**src/rtl/seq_mult_ctrl_if.sv**
```systemverilog
// Handshake and operand/product bundle for the sequential shift-add multiplier.
interface seq_mult_ctrl_if #(
  parameter int WIDTH = 32
);
  logic               start;
  logic               is_signed;
  logic [WIDTH-1:0]   opA;
  logic [WIDTH-1:0]   opB;
  logic               in_ready;
  logic               busy;
  logic               done;
  logic [2*WIDTH-1:0] product;

  modport master (
    output start, is_signed, opA, opB,
    input  in_ready, busy, done, product
  );

  modport slave (
    input  start, is_signed, opA, opB,
    output in_ready, busy, done, product
  );
endinterface

```
**src/rtl/seq_mult_ctrl.sv**
```systemverilog
// Iterative radix-2 shift-add multiplier control and datapath for the FPU mantissa path.
// Optional early termination when the remaining multiplier bits are zero: SEQ_MULT_EARLY_TERM_EN.
module seq_mult_ctrl #(
  parameter int WIDTH = 32
) (
  input  logic          clk,
  input  logic          reset,
  seq_mult_ctrl_if.slave bus
);
  localparam int CW = (WIDTH > 1) ? $clog2(WIDTH) : 1;
  localparam logic [CW-1:0] LAST_CNT = CW'(WIDTH - 1);

  typedef enum logic [1:0] {
    IDLE = 2'd0,
    RUN  = 2'd1,
    DONE = 2'd2
  } state_t;

  state_t r_state;
  state_t w_nextState;

  logic [2*WIDTH-1:0] r_mA;
  logic [WIDTH:0]     r_mB;
  logic [2*WIDTH-1:0] r_acc;
  logic [CW-1:0]      r_cnt;
  logic               r_neg;
  logic [2*WIDTH-1:0] r_product;

  logic               w_accept;
  logic               w_lastIter;
  logic [WIDTH:0]     w_extA;
  logic [WIDTH:0]     w_extB;
  logic [WIDTH:0]     w_absA;
  logic [WIDTH:0]     w_absB;
  logic [2*WIDTH-1:0] w_accNext;
  logic [WIDTH:0]     w_mBNext;
  logic               w_inReady;
  logic               w_busy;
  logic               w_done;

  // Magnitudes use one extra bit so that the most negative operand stays exact.
  assign w_extA = {bus.opA[WIDTH-1] & bus.is_signed, bus.opA};
  assign w_extB = {bus.opB[WIDTH-1] & bus.is_signed, bus.opB};
  assign w_absA = w_extA[WIDTH] ? (~w_extA + 1'b1) : w_extA;
  assign w_absB = w_extB[WIDTH] ? (~w_extB + 1'b1) : w_extB;

  assign w_accept  = (r_state == IDLE) && bus.start;
  assign w_accNext = r_mB[0] ? (r_acc + r_mA) : r_acc;
  assign w_mBNext  = r_mB >> 1;

`ifdef SEQ_MULT_EARLY_TERM_EN
  assign w_lastIter = (r_cnt == LAST_CNT) || (w_mBNext == '0);
`else
  assign w_lastIter = (r_cnt == LAST_CNT);
`endif

  always_ff @(posedge clk or posedge reset) begin
    if (reset) begin
      r_state <= IDLE;
    end else begin
      r_state <= w_nextState;
    end
  end

  always_comb begin
    w_nextState = r_state;
    w_inReady   = 1'b0;
    w_busy      = 1'b0;
    w_done      = 1'b0;
    case (r_state)
      IDLE: begin
        w_inReady = 1'b1;
        if (bus.start) begin
          w_nextState = RUN;
        end
      end
      RUN: begin
        w_busy = 1'b1;
        if (w_lastIter) begin
          w_nextState = DONE;
        end
      end
      DONE: begin
        w_busy      = 1'b1;
        w_done      = 1'b1;
        w_nextState = IDLE;
      end
      default: begin
        w_nextState = IDLE;
      end
    endcase
  end

  // The product register is written only on the final RUN edge, so it holds through done and IDLE.
  always_ff @(posedge clk or posedge reset) begin
    if (reset) begin
      r_mA      <= '0;
      r_mB      <= '0;
      r_acc     <= '0;
      r_cnt     <= '0;
      r_neg     <= 1'b0;
      r_product <= '0;
    end else if (w_accept) begin
      r_mA  <= {{(WIDTH-1){1'b0}}, w_absA};
      r_mB  <= w_absB;
      r_acc <= '0;
      r_cnt <= '0;
      r_neg <= bus.is_signed & (bus.opA[WIDTH-1] ^ bus.opB[WIDTH-1]);
    end else if (r_state == RUN) begin
      r_acc <= w_accNext;
      r_mA  <= r_mA << 1;
      r_mB  <= w_mBNext;
      r_cnt <= r_cnt + 1'b1;
      if (w_lastIter) begin
        r_product <= r_neg ? (~w_accNext + 1'b1) : w_accNext;
      end
    end
  end

  assign bus.in_ready = w_inReady;
  assign bus.busy     = w_busy;
  assign bus.done     = w_done;
  assign bus.product  = r_product;
endmodule

```
**src/flat_wrapper.sv**
```systemverilog
// flat-port wrapper written by rule: the top's interface ports become plain ports
module seq_mult_ctrl_flat 
#(
  parameter int WIDTH = 32
)
  (clk, reset, bus_start, bus_is_signed, bus_opA, bus_opB, bus_in_ready, bus_busy, bus_done, bus_product);
  seq_mult_ctrl_if #(.WIDTH(WIDTH)) bus_i ();
  input  logic clk;
  input  logic reset;
  input wire logic [$bits(bus_i.start)-1:0] bus_start;
  input wire logic [$bits(bus_i.is_signed)-1:0] bus_is_signed;
  input wire logic [$bits(bus_i.opA)-1:0] bus_opA;
  input wire logic [$bits(bus_i.opB)-1:0] bus_opB;
  output wire logic [$bits(bus_i.in_ready)-1:0] bus_in_ready;
  output wire logic [$bits(bus_i.busy)-1:0] bus_busy;
  output wire logic [$bits(bus_i.done)-1:0] bus_done;
  output wire logic [$bits(bus_i.product)-1:0] bus_product;
  assign bus_i.start = bus_start;
  assign bus_i.is_signed = bus_is_signed;
  assign bus_i.opA = bus_opA;
  assign bus_i.opB = bus_opB;
  assign bus_in_ready = bus_i.in_ready;
  assign bus_busy = bus_i.busy;
  assign bus_done = bus_i.done;
  assign bus_product = bus_i.product;
  seq_mult_ctrl #(.WIDTH(WIDTH)) u_core (.clk(clk), .reset(reset), .bus(bus_i));
endmodule
```
**config.mk**
```make
export PLATFORM = sky130hd
export DESIGN_NAME = seq_mult_ctrl_flat
export DESIGN_NICKNAME = d
export VERILOG_FILES = /design/src/rtl/seq_mult_ctrl_if.sv /design/src/rtl/seq_mult_ctrl.sv /design/src/flat_wrapper.sv
export SDC_FILE = /design/constraint.sdc
export NUM_CORES = 1
export LEC_CHECK = 0
export BUFFER_PORTS_ARGS = -buffer_cell sky130_fd_sc_hd__buf_4
export CAP_MARGIN = 10
export CORE_MARGIN = 10
export CORE_UTILIZATION = 53
export DETAILED_ROUTE_END_ITERATION = 10
export GPL_TIMING_DRIVEN = 0
export PLACE_DENSITY_LB_ADDON = 0.1
export SYNTH_ARGS = -nofsm -noshare
export SYNTH_HDL_FRONTEND = slang
export SYNTH_SLANG_ARGS = --single-unit
```
**constraint.sdc**
```tcl
create_clock -name clk -period 7.7 [get_ports clk]
set_clock_uncertainty 0.05 [all_clocks]
set_input_delay 0.77 -clock clk [delete_from_list [all_inputs] [get_ports clk]]
set_output_delay 0.77 -clock clk [all_outputs]
set_load 0.1 [all_outputs]
```
Word-level counts from Yosys, hierarchy flattened. Cells that the tools add are included.

Equality and inequality tests: 5. Multiplexer cells: 18. Reduce and logical (&&, ||, !) cells: 6. Bitwise logic cells: 8. Add/subtract/negate cells: 5.

Operators by type and width (number): 64-bit two-way mux (6); 33-bit two-way mux (4); 33-bit by 1-bit adder with 33-bit output (second input constant) (2); 33-bit NOT (2); 64-bit by 1-bit adder with 64-bit output (second input constant) (1); 64-bit adder (1); 64-bit NOT (1); 5-bit two-way mux (2); 5-bit by 1-bit adder with 5-bit output (second input constant) (1); 5-bit equality test (second input constant) (1); 2-bit two-way mux (2); 2-bit one-hot mux with 2 select lines (1); 1-bit bitwise AND (3); 1-bit two-way mux (3); 3-bit AND reduction (1); 2-bit by 1-bit equality test with 1-bit output (second input constant) (1); 2-bit equality test (second input constant) (1); 2-bit logical NOT (1); 2-bit by 1-bit inequality test with 1-bit output (second input constant) (1); 2-bit inequality test (second input constant) (1); 2-bit AND reduction (1); 2-bit nonzero test (1); 2-bit OR reduction (1); 1-bit logical AND (1); other kinds (2) (2).

Input port bits: 68. Flip-flop bits (word level): 233. Logic and storage cells: 49.

Depth between registers and ports, before layout.
Depth in word-level cells: 5. Depth in mapped cells: 18. Gate-level depth less buffers: 15.

Worst setup path before layout. No wires, ideal clock.

Path type: flip-flop to flip-flop. From: reg u_core.r_acc[0]. To: reg u_core.r_product[56] (netlist: u_core.bus.product[56]). Arrival: 3.875 ns. Setup time: 0.132 ns. Cell stages (with the launch flop): 19. Required time: 7.518 ns. Period minus slack after synthesis: 4.057 ns. Slack: 3.643 ns. Cell sequence: dfrtp_1 > ha_1 > inv_1 > fa_1 > nor2b_4 > o31ai_2 > a2111oi_1 > nor3b_2 > o21a_2 > o2111ai_1 > and3_1 > buf_4 > nand2_2 > or4_4 > buf_6 > buf_6 > o41ai_4 > xnor2_1 > o21ai_1.

Cells in the longest elaborated chain, start to end: 5.

RTL lines: start, declared (line seq_mult_ctrl.sv:24) `logic [2*WIDTH-1:0] r_acc;`; start signal, assigned (line seq_mult_ctrl.sv:110) `r_acc <= w_accNext;`; 64-bit adder (line seq_mult_ctrl.sv:48) `assign w_accNext = r_mB[0] ? (r_acc + r_mA) : r_acc;`; 64-bit two-way mux (*) (line seq_mult_ctrl.sv:48); 64-bit NOT (line seq_mult_ctrl.sv:115) `r_product <= r_neg ? (~w_accNext + 1'b1) : w_accNext;`; 64-bit by 1-bit adder with 64-bit output (line seq_mult_ctrl.sv:115); 64-bit two-way mux (*) (line seq_mult_ctrl.sv:115); end signal, assigned (line seq_mult_ctrl.sv:115); end, declared (line seq_mult_ctrl.sv:27) `logic [2*WIDTH-1:0] r_product;`.

Mark *: on every way between the ends. The rest lies on a longest branch, timed or not. A chain may end at the register's enable or synchronous reset.

Worst setup path after layout.
From: reg u_core.r_mB[0]. To: reg u_core.r_product[50] (netlist: u_core.bus.product[50]).

Cells in the longest elaborated chain, start to end: 4.

RTL lines: start, declared (line seq_mult_ctrl.sv:23) `logic [WIDTH:0] r_mB;`; start signal, assigned (line seq_mult_ctrl.sv:105) `r_mB <= w_absB;`; start signal, assigned (line seq_mult_ctrl.sv:112) `r_mB <= w_mBNext;`; 64-bit two-way mux (*) (line seq_mult_ctrl.sv:48); 64-bit NOT (line seq_mult_ctrl.sv:115); 64-bit by 1-bit adder with 64-bit output (line seq_mult_ctrl.sv:115); 64-bit two-way mux (*) (line seq_mult_ctrl.sv:115).

Marked as above.

==> flow_summary_export.csv <==
group,metric,value,unit
outcome,run_status,"finished clean",
yosys,synth-xor-area-share,6.56,%
yosys,syn_area,0.0183,sq mm
power_and_ir_drop,p_sw,4.79,mW
routing,vias_per_cell,6.34,
timing,max_freq,0.161,GHz
worst_setup_path,crit_type,"flop to flop",
floorplan,core,0.0338,sq mm
place,place_inst,2806,
yosys,synth_mux_area_share,7.28,%
clocking,clk_latency,0.55,ns
clocking,cts_made_buffers,26,
floorplan,io_pins,135,
place,dp_hpwl,51200,microns
routing,vias,18079,
routing,first_pass_iters,6,
worst_setup_path,ff2ff_setup_slack,1.50,ns
final_layout,multiInputGateArea,0.0117,sq mm
timing,period_share,80.6,%
worst_setup_path,cpMaxStageDelayCell,"clkbuf_1",
final_layout,final_common_cell,"nand2_1",
place,io_buffers,134,
worst_setup_path,end_kind,"flop",
routing,drt_wl_total,64400,microns
timing,post-route-min-period,6.20,ns
global_route,grt-busiest-layer,"met2",
place,place.gp.congestion,0.999,
routing,post_drt_wl_per_cell,22.6,microns
timing,drv_slew,0,
floorplan,initial_core_util,54.1,%
worst_setup_path,arrival,6.55,ns
run,maxCapViolations,0,
worst_setup_path,crit_family,"buffers and inverters",
yosys,synth_fp_nets,2363,
timing,relSlewSlack,22.5,%
final_layout,num_antenna_cells,0,
global_route,grtUsageMet2,44.7,%
worst_setup_path,r2r_cells,13,
final_layout,drive_gt1_share,11.6,%
yosys,ys_seq_area_share,31.9,%
global_route,grt.met1_usage,42.6,%
yosys,synthArstFlopShare,100,%
power_and_ir_drop,p_clk_share,14.0,%
timing,rsz0062_at_grt,"no",
global_route,grt_pass1_vias,16986,
clocking,cts_buffer_depth,3,
yosys,synth_fa_ha_area_share,5.04,%
timing,tns,0,ns
global_route,grt.total_usage,29.6,%
final_layout,stdcell_count,2852,
final_layout,fin_nets,2527,
global_route,grt_max_degree,126,
power_and_ir_drop,cellLeakagePower,8.96,nW
yosys,synth-compound-area-share,24.7,%
clocking,cts_tree,"done",
power_and_ir_drop,cellInternalPower,4.29,mW
floorplan,die_width,206,microns
yosys,synth_top_family_by_area,"compound AO/OA/AOI/OAI gates",
worst_setup_path,crit_chain,"buf_2, buf_2, buf_4, buf_2, buf_2, buf_2, buf_2, buf_1, clkbuf_1, clkbuf_1, a41oi_1, xnor2_1, o21ai_1",
routing,drt_iter0_drc,1750,
yosys,synth_cells,2222,
yosys,ys_warn_count,0,
yosys,synth_top_flop_cell,"dfrtp_1",
power_and_ir_drop,comb_power_share,64.2,%
timing,worst_pin_slew,1.15,ns
yosys,synth_cell_types,104,
worst_setup_path,crit_path_frequent_cell,"buf_2",
timing,setup_viol,0,
global_route,grt_pass1_wl,97900,microns
timing,hold_viol,0,
worst_setup_path,cp_max_fo,10,
clocking,cts_resized,0,
clocking,htree_num_levels,1,
clocking,hold_buffers,0,
yosys,ys_ff_latch,233,
yosys,synth-edff-count,0,
floorplan,die-height,206,microns
worst_setup_path,slowest_delay,0.78,ns
power_and_ir_drop,power.density,438,mW/mm^2
place,place_area,0.0199,sq mm
power_and_ir_drop,irDropWorstVdd,0.184,mV
global_route,use_met3,5.58,%
floorplan,dieArea,0.0423,sq mm
worst_setup_path,crit_buf_inv,10,
power_and_ir_drop,seq_power_share,21.8,%
clocking,clk_pin_slew,0.06,ns
clocking,root_buffer,"clkbuf_16",
worst_setup_path,crit_required,8.05,ns
final_layout,fillers,3001,
final_layout,syn_to_final_growth,13.5,%
routing,drc,0,
worst_setup_path,worstSetupStartpointType,"flop",
yosys,avgSynthCellArea,8.23,sq um
global_route,antenna_found_initial,0,
final_layout,ff_latch_area,0.00583,sq mm
clocking,clock_sinks,233,
clocking,cts_setup_buffers,0,
routing,ant_nets,0,
worst_setup_path,r2r_start,"u_core.r_mB[0]$_DFFE_PP0P_",
final_layout,fin_area,0.0207,sq mm
final_layout,layout_common_cells,"nand2_1, dfrtp_1, nor2_1, o21ai_0, buf_4",
power_and_ir_drop,switching_share,52.7,%
floorplan,fp-row-count,67,
worst_setup_path,r2r_end,"u_core.bus.product[50]$_DFFE_PP0P_",
hold_path,hold_path_class,"input pin to asynchronous set/reset pin",
global_route,grt_overflow,0,
yosys,yosys.area_share.simple,20.5,%
-- cells in the mapped netlist, types with 7 or more instances --
cell type	count	share of area, %
o21bai_1	10	0.41
o2111ai_1	7	0.34
xor2_1	53	2.5
o31ai_1	29	1.2
nand3_1	38	1.0
a21oi_1	134	3.7
nor2_1	223	4.6
and4_1	8	0.38
o41ai_1	9	0.43
inv_1	40	0.82
buf_2	25	0.68
and3_1	25	0.86
mux2i_1	125	6.8
buf_1	16	0.33
o21ai_0	210	5.7
nor4_1	21	0.72
xnor2_1	84	4.0
o21ai_1	25	0.68
and2_1	14	0.48
nand2_1	281	5.8
nor2b_1	18	0.62
a211oi_1	66	2.7
mux2_2	7	0.43
ha_1	72	4.9
nand2b_1	17	0.58
a21o_1	28	1.1
or3_1	23	0.79
a31oi_1	19	0.65
clkbuf_1	80	1.6
dfrtp_1	233	32
a211o_1	10	0.48
nand4_1	39	1.3
o21a_1	14	0.57
nor3_1	45	1.2
o31a_1	7	0.34
-- cell families after synthesis --
| group | after synthesis |
|---|---|
| simple gates | 798 |
| compound gates | 679 |
| flops | 233 |
| buf+inv | 170 |
| xor+xnor | 137 |
| mux | 132 |
| fa+ha+maj | 73 |
-- power groups by stage --
stage                     sequential, mW  clock (mW)  combinational (mW)
after global routing                2.01        1.33                6.31
after global placement              1.95           0                5.52
final                               1.98        1.27                5.83
after CTS                           1.95        1.27                5.66
after floorplan                     1.78           0                4.11
after detailed placement            1.97           0                5.63
-- worst max-delay path by stage --
| stage | cells past startpoint | start | end | slack [ns] |
|---|---|---|---|---|
| 3_3_place_gp | 2 | reset | u_core.r_mA[58]$_DFFE_PP0P_ | -1.93 |
| 5_1_grt | 13 | u_core.r_mB[0]$_DFFE_PP0P_ | u_core.bus.product[50]$_DFFE_PP0P_ | 1.41 |
| 6_report | 13 | u_core.r_mB[0]$_DFFE_PP0P_ | u_core.bus.product[50]$_DFFE_PP0P_ | 1.50 |
| 4_1_cts | 13 | u_core.r_mB[0]$_DFFE_PP0P_ | u_core.bus.product[50]$_DFFE_PP0P_ | 1.61 |
| 3_5_place_dp | 13 | u_core.r_mB[0]$_DFFE_PP0P_ | u_core.bus.product[50]$_DFFE_PP0P_ | 1.69 |
| 2_1_floorplan | 1 | reset | u_core.bus.product[0]$_DFFE_PP0P_ | 0.49 |
-- state kept, by name (all words and copies together), names as in the netlist --
register,flops
u_core.r_cnt,5
u_core.r_acc,64
u_core.r_mB,33
u_core.r_mA,64
u_core.r_neg,1
u_core.r_state,2
u_core.bus.product,64
-- stage by stage --
stage	hold slack (ns)	utilization (%)	total power [mW]	setup slack [ns]
6_report	0.316	61.4	9.08	1.50
5_1_grt	0.386	61.4	9.64	1.41
4_1_cts	0.352	61.4	8.88	1.61
3_5_place_dp	0.420	58.9	7.59	1.69
3_3_place_gp	0.413	58.7	7.47	-1.93
2_1_floorplan	0.426	-	5.89	0.490
-- per-layer routing --
layer,vias to the layer above,wire length (microns)
met5,-,0
met1,8679,28700
met2,842,27400
met3,92,6690
met4,0,1580
li1,8466,-
-- cell type report --
class | count | share of cell area (%)
Clock buffer | 36 | 3.56
Tap cell | 448 | 2.70
Multi-Input combinational cell | 1819 | 56.5
Inverter | 40 | 0.760
Sequential cell | 233 | 28.1
Buffer | 130 | 2.76
Timing Repair Buffer | 136 | 5.01
Clock inverter | 10 | 0.585
No activity file was read; power rests on OpenSTA's default activity.
